--- config.mk ---
export PLATFORM = sky130hd
export DESIGN_NAME = hazard_control_unit
export DESIGN_NICKNAME = d
export VERILOG_FILES = /design/src/rtl/hazard_control_unit.sv
export SDC_FILE = /design/constraint.sdc
export NUM_CORES = 1
export LEC_CHECK = 0
export CAP_MARGIN = 5
export CORE_ASPECT_RATIO = 0.75
export CORE_UTILIZATION = 55
export DETAILED_ROUTE_END_ITERATION = 10
export DONT_BUFFER_PORTS = 1
export PLACE_DENSITY = 0.73
export SETUP_SLACK_MARGIN = 0.5
export SLEW_MARGIN = 25
export SYNTH_ARGS = -nofsm -noshare
export SYNTH_HDL_FRONTEND = slang
export SYNTH_SLANG_ARGS = --single-unit
--- constraint.sdc ---
create_clock -name CLK -period 2.3 [get_ports CLK]
set_input_delay 0.69 -clock CLK [delete_from_list [all_inputs] [get_ports CLK]]
set_output_delay 0.69 -clock CLK [all_outputs]
set_load 0.05 [all_outputs]
--- src/rtl/hazard_control_unit.sv ---
// hazard_control_unit: pipeline stall/flush control for vector multi-beat ops, load-use hazards and taken branches
module hazard_control_unit #(
  parameter int V     = 20,
  parameter int LANES = 4,
  parameter int CNT_W = 16
) (
  input  logic             CLK,
  input  logic             RST,
  input  logic             Valid_EX_i,
  input  logic [1:0]       OpType_EX_i,
  input  logic             RegFile_WE_EX_i,
  input  logic             WBSelect_EX_i,
  input  logic [4:0]       A3_EX_i,
  input  logic [4:0]       A1_ID_i,
  input  logic [4:0]       A2_ID_i,
  input  logic             Use1_ID_i,
  input  logic             Use2_ID_i,
  input  logic             BranchTaken_EX_i,
  output logic             Enable_PC_o,
  output logic             Enable_IFID_o,
  output logic             Enable_IDEX_o,
  output logic             Flush_IFID_o,
  output logic             Flush_IDEX_o,
  output logic             Bubble_EXMEM_o,
  output logic             Busy_o,
  output logic [2:0]       Beat_o,
  output logic [CNT_W-1:0] StallCount_o
);
  localparam int B = (V + LANES - 1) / LANES;
  localparam logic [2:0] LAST = 3'(B - 1);
  localparam logic MULTI = B > 1;
  typedef enum logic {IDLE, BUSY} state_e;
  state_e state_q, state_d;
  logic [2:0] beat_q, beat_d;
  logic [CNT_W-1:0] cnt_q, cnt_d;
  logic vt, lu, vh, br;
  assign vt = Valid_EX_i & (OpType_EX_i == 2'b01);
  assign lu = Valid_EX_i & RegFile_WE_EX_i & WBSelect_EX_i &
              ((Use1_ID_i & (A1_ID_i == A3_EX_i)) | (Use2_ID_i & (A2_ID_i == A3_EX_i)));
  // beat_q is held at 0 in IDLE, so it serves directly as Beat_o in both states
  assign vh = vt & (beat_q < LAST);
  assign br = BranchTaken_EX_i;
  assign Enable_PC_o    = ~RST & (br | ~(vh | lu));
  assign Enable_IFID_o  = Enable_PC_o;
  assign Enable_IDEX_o  = ~RST & (br | ~vh);
  assign Flush_IFID_o   = ~RST & br;
  assign Flush_IDEX_o   = ~RST & (br | (~vh & lu));
  assign Bubble_EXMEM_o = ~RST & ~br & vh;
  assign Busy_o         = ~RST & (state_q == BUSY);
  assign Beat_o         = beat_q;
  assign StallCount_o   = cnt_q;
  always_comb begin
    state_d = state_q;
    beat_d  = beat_q;
    if (state_q == IDLE) begin
      if (vt && MULTI) begin
        state_d = BUSY;
        beat_d  = 3'd1;
      end
    end else if (beat_q == LAST) begin
      state_d = IDLE;
      beat_d  = 3'd0;
    end else begin
      beat_d = beat_q + 3'd1;
    end
    cnt_d = (!Enable_PC_o && !(&cnt_q)) ? cnt_q + 1'b1 : cnt_q;
  end
  always_ff @(posedge CLK) begin
    if (RST) begin
      state_q <= IDLE;
      beat_q  <= 3'd0;
      cnt_q   <= '0;
    end else begin
      state_q <= state_d;
      beat_q  <= beat_d;
      cnt_q   <= cnt_d;
    end
  end
endmodule

---- Yosys cells after proc, flatten, opt, wreduce, memory -nomap -nowiden ----
Cells that the tools add are included.
operators by class
  muxes and demuxes ....................... 6
  equal/unequal tests ..................... 4
  reduce and logical (&&, ||, !) cells .... 5
  magnitude comparators ................... 1
  bitwise gates (word level) .............. 24
  $add $sub $neg .......................... 2
operators with widths
  cell                                           number
  adder 16 x 1 -> 16 bit, second input constant  1
  AND reduction 16 bit                           1
  bitwise AND 1 bit                              15
  == test 5 bit                                  2
  2-to-1 mux 3 bit                               3
  OR 1 bit                                       5
  NOT 1 bit                                      4
  adder 3 x 1 -> 3 bit, second input constant    1
  == test 3 bit, second input constant           1
  < comparator 3 bit, second input constant      1
  2-to-1 mux 1 bit                               3
  == test 2 x 1 -> 1 bit, second input constant  1
  logical NOT 1 bit                              2
  nonzero test 2 bit                             1
  logical AND 1 bit                              1
storage, ports and cells
  output and inout bits ................... 26
  logic and storage cells ................. 45
  bits in registers ....................... 20

---- Logic depth before layout (Yosys ltp) ----
  depth in word-level cells ............... 10
  gate-level depth with buffers ........... 7
  mapped depth without buffers ............ 6

---- Least setup slack after synthesis ----
Ideal clock, no wire load.
  kind .................................... input -> output
  start ................................... input OpType_EX_i[0]
  end ..................................... output Enable_PC_o
  path slack .............................. -1384 ps
  stages on the path ...................... 5
  data required time ...................... 1610 ps
  arrival time ............................ 2994 ps
  cell sequence ........................... nor2b_1 > a31oi_1 > o21ai_4 > nor2_2 > buf_4
between the ends
  longest elaborated chain between the ends .. 7
ends and longest elaborated chain
  element                 RTL line  text
  start, declared         10        input logic [1:0] OpType_EX_i,
  == test 2 x 1 -> 1 bit  37        assign vt = Valid_EX_i & (OpType_EX_i == 2'b01);
  bitwise AND 1 bit       37
  bitwise AND 1 bit       41        assign vh = vt & (beat_q < LAST);
  OR 1 bit                43        assign Enable_PC_o = ~RST & (br | ~(vh | lu));
  NOT 1 bit               43
  OR 1 bit                43
  bitwise AND 1 bit       43
  end, declared           19        output logic Enable_PC_o,
No other way between the ends.

---- Worst setup path in the final report ----
  start ................................... input A1_ID_i[2]
  end ..................................... output Flush_IDEX_o
between the ends
  longest elaborated chain between the ends .. 7
ends and longest elaborated chain
  element            RTL line  text
  start, declared    14        input logic [4:0] A1_ID_i,
  == test 5 bit      39        ((Use1_ID_i & (A1_ID_i == A3_EX_i)) | (Use2_ID_i & (A2_ID_i == A3_EX_i)));
  bitwise AND 1 bit  39
  OR 1 bit           39
  bitwise AND 1 bit  38        assign lu = Valid_EX_i & RegFile_WE_EX_i & WBSelect_EX_i &
  bitwise AND 1 bit  47        assign Flush_IDEX_o = ~RST & (br | (~vh & lu));
  OR 1 bit           47
  bitwise AND 1 bit  47
  end, declared      23        output logic Flush_IDEX_o,
No other way between the ends.

==> results.cfg <==
[run_status]
status = complete, but fails checks
failed_checks = setup timing

[timing]
max-slew-margin-rel = 0.536
clock-skew-final_ns = 0.00679
finalHoldViolations = 0
setup_viol = 3
final_critical_path_time_including_i_o_delays_and_setup_ns = 2.41
grt_setup_unrepaired = yes
max_freq_ghz = 0.415
layout_worst_path_cycle_share = 1.05
worst_slack_ns = -0.111
slew_violations = 0
hold-worst-slack_ns = 0.409
transition_time_at_the_pin_with_the_least_slew_margin_ns = 0.694

[clock_network]
clk_lat_worst_skew_ns = 0.31
clock_tree.htree_level_count = 1
clk_root_buffer_cell = sky130_fd_sc_hd__clkbuf_4
clock_tree.buffer_depth = 2
cts_buffers = 3
clock_sink_count = 20
cts.reportedPaths.clkPinSlew_ns = 0.12
cts_tree = done

[power_and_ir_drop]
power.density_cell_area_nw_per_um2 = 464
leakagePower_nw = 0.587
worst_ir_drop_vdd_uv = 752

[job]
max-cap-violations = 0

[global_route]
grt_pass1_vias = 1266
grt_antenna_before_repair = 0
global_route.overflow_total = 0
grt_max_degree = 25
globalRouteTotalUtil = 0.312
global_route_wire_length_before_repair_um = 5700

[cells_and_area]
final_core_utilization = 0.871
final_common_cell = sky130_fd_sc_hd__buf_4
fillerInstances = 100
most-common-layout-cells = 19 x sky130_fd_sc_hd__buf_4, 9 x sky130_fd_sc_hd__nand2_1, 9 x sky130_fd_sc_hd__a21oi_1
areaGrowthSynthToFinish_pct = 46.5
insertedDiodeCount = 0
final_layout_size_suffix_gt1_frac = 0.454
num-nets-final = 203
final_design_area_no_fill_sq_um = 1770

[die]
floorplan.die_area_sq_um = 2390
start_util = 0.595
rows = 14
floorplan.core_area_sq_um = 2030
pin_count = 51
die_w_um = 56.1
chipHeight_um = 42.6

[synth]
synth-seq-cells = 20
synth_flop_cell = sky130_fd_sc_hd__dfxtp_1
synth_nets = 172
synthesized_instance_count = 144
synthesis.yosys.warnings = 0
synth-seq-area-share = 0.331
post_synth_cell_types = 42
syn_area_sq_um = 1210
syn_avg_cell_area_sq_um = 8.39
async_flop_share = 0
synth_edf_count = 0

[route]
post_drt_wl_per_cell_um = 19.0
drtIter0Drc = 69
detail_route.vias_per_cell = 6.58
num_vias = 1302
ant_nets = 0
drc = 0
detailedRoute.firstPassIterationCount = 5
totalWireLength_um = 3770

[hold_path]
hp-class = in -> reg

[setup_path]
worst_setup_path_start_kind = input pin
critPathArrivalTime_ns = 1.72
worstPathRequired_ns = 1.61
type_of_the_setup_path_with_the_least_slack = in -> out
end_kind = output pin
critical_path.max_fanout = 2

[place]
globalplace.congestion = 0.793
dp_hpwl_um = 2210
port-buffer-count = 0
placement.cell_area_sq_um = 1440
[per-stage QoR]
step | power (mW) | instances | setup slack, ns | setup TNS (ns)
after floorplan | 0.478 | 144 | -0.372 | -0.684
after global placement | 0.495 | 182 | -0.0666 | -0.162
after detailed placement | 0.500 | 182 | -0.192 | -0.358
after CTS | 0.803 | 195 | -0.0805 | -0.235
after global routing | 0.845 | 198 | -0.149 | -0.441
final | 0.821 | 198 | -0.111 | -0.331
[timing repair]
action / CTS / global route
hold buffers: 0 / 0
endpoints found under the setup margin: 20 / 21
gates cloned: 2 / 0
pin swaps: 11 / 8
gates resized for setup: 21 / 17
buffers inserted: 7 / 3
[power by group]
| group | leakage, nW | total (mW) | switching, mW | internal, mW |
|---|---|---|---|---|
| clock | 0.0279 | 0.295 | 0.118 | 0.176 |
| sequential | 0.170 | 0.363 | 0.0149 | 0.348 |
| combinational | 0.390 | 0.164 | 0.0872 | 0.0764 |
[final cells by class]
| type | instances | area [sq um] | share of cell area |
|---|---|---|---|
| flip-flops and latches | 20 | 429 | 0.242 |
| multi-input cells | 117 | 983 | 0.555 |
| clock buffers | 3 | 22.5 | 0.0127 |
| inverters | 5 | 18.8 | 0.0106 |
| clock inverters | 1 | 30.0 | 0.0170 |
| well taps | 24 | 30.0 | 0.0170 |
| repair buffers | 28 | 256 | 0.145 |
[registers in the layout, indices dropped and copies added, names as in the netlist]
name,flops
StallCount_o,16
state_q,1
Beat_o,3
[routing by layer]
layer  global-route usage  routed length (um)
met4                0.151                  79
met2                0.533                1850
met3               0.0895                 365
met5                    0                   0
met1                0.360                1480
[cell families (layout without fill, tap and decap cells)]
logic type,Yosys count,count (layout),share of synthesized area
xor+xnor,12,12,0.0870
buf+inv,9,37,0.0373
fa+ha+maj,3,3,0.0311
mux,1,1,0.00828
compound gates,39,40,0.216
flops,20,20,0.331
simple gates,60,61,0.289
[path summary, 6_finish.rpt]
check             slack [ns]                          from  depth (start not counted)                      endpoint
setup reg to reg        0.37  StallCount_o[9]$_SDFFE_PP0P_                          7  StallCount_o[0]$_SDFFE_PP0P_
hold reg to reg         0.52            state_q$_SDFF_PP0_                          1        Beat_o[0]$_SDFFE_PP0P_
setup / recovery       -0.11                    A1_ID_i[2]                          6                  Flush_IDEX_o
hold / removal          0.41                           RST                          1  StallCount_o[9]$_SDFFE_PP0P_
[Yosys cell counts, types with 3 or more instances]
| master | instances | share of area |
|---|---|---|
| sky130_fd_sc_hd__nor2_1 | 10 | 0.031 |
| sky130_fd_sc_hd__dfxtp_1 | 20 | 0.33 |
| sky130_fd_sc_hd__xnor2_1 | 10 | 0.072 |
| sky130_fd_sc_hd__o21ai_1 | 4 | 0.017 |
| sky130_fd_sc_hd__or3_1 | 7 | 0.036 |
| sky130_fd_sc_hd__nor2b_1 | 4 | 0.021 |
| sky130_fd_sc_hd__a21oi_1 | 14 | 0.058 |
| sky130_fd_sc_hd__o21ai_0 | 4 | 0.017 |
| sky130_fd_sc_hd__nand3_1 | 7 | 0.029 |
| sky130_fd_sc_hd__nand4_1 | 6 | 0.031 |
| sky130_fd_sc_hd__nand2_1 | 9 | 0.028 |
| sky130_fd_sc_hd__or4_1 | 5 | 0.031 |
| sky130_fd_sc_hd__o31ai_1 | 4 | 0.025 |
| sky130_fd_sc_hd__inv_1 | 5 | 0.016 |
| sky130_fd_sc_hd__ha_1 | 3 | 0.031 |
[critical path: stages]
cell and delay, ns:
sky130_fd_sc_hd__xnor2_1 0.18, sky130_fd_sc_hd__nand4_1 0.21, sky130_fd_sc_hd__o22ai_2 0.18, sky130_fd_sc_hd__a41oi_2 0.13, sky130_fd_sc_hd__nor2b_2 0.18, sky130_fd_sc_hd__buf_12 0.15
No activity file was read; power rests on OpenSTA's default activity.
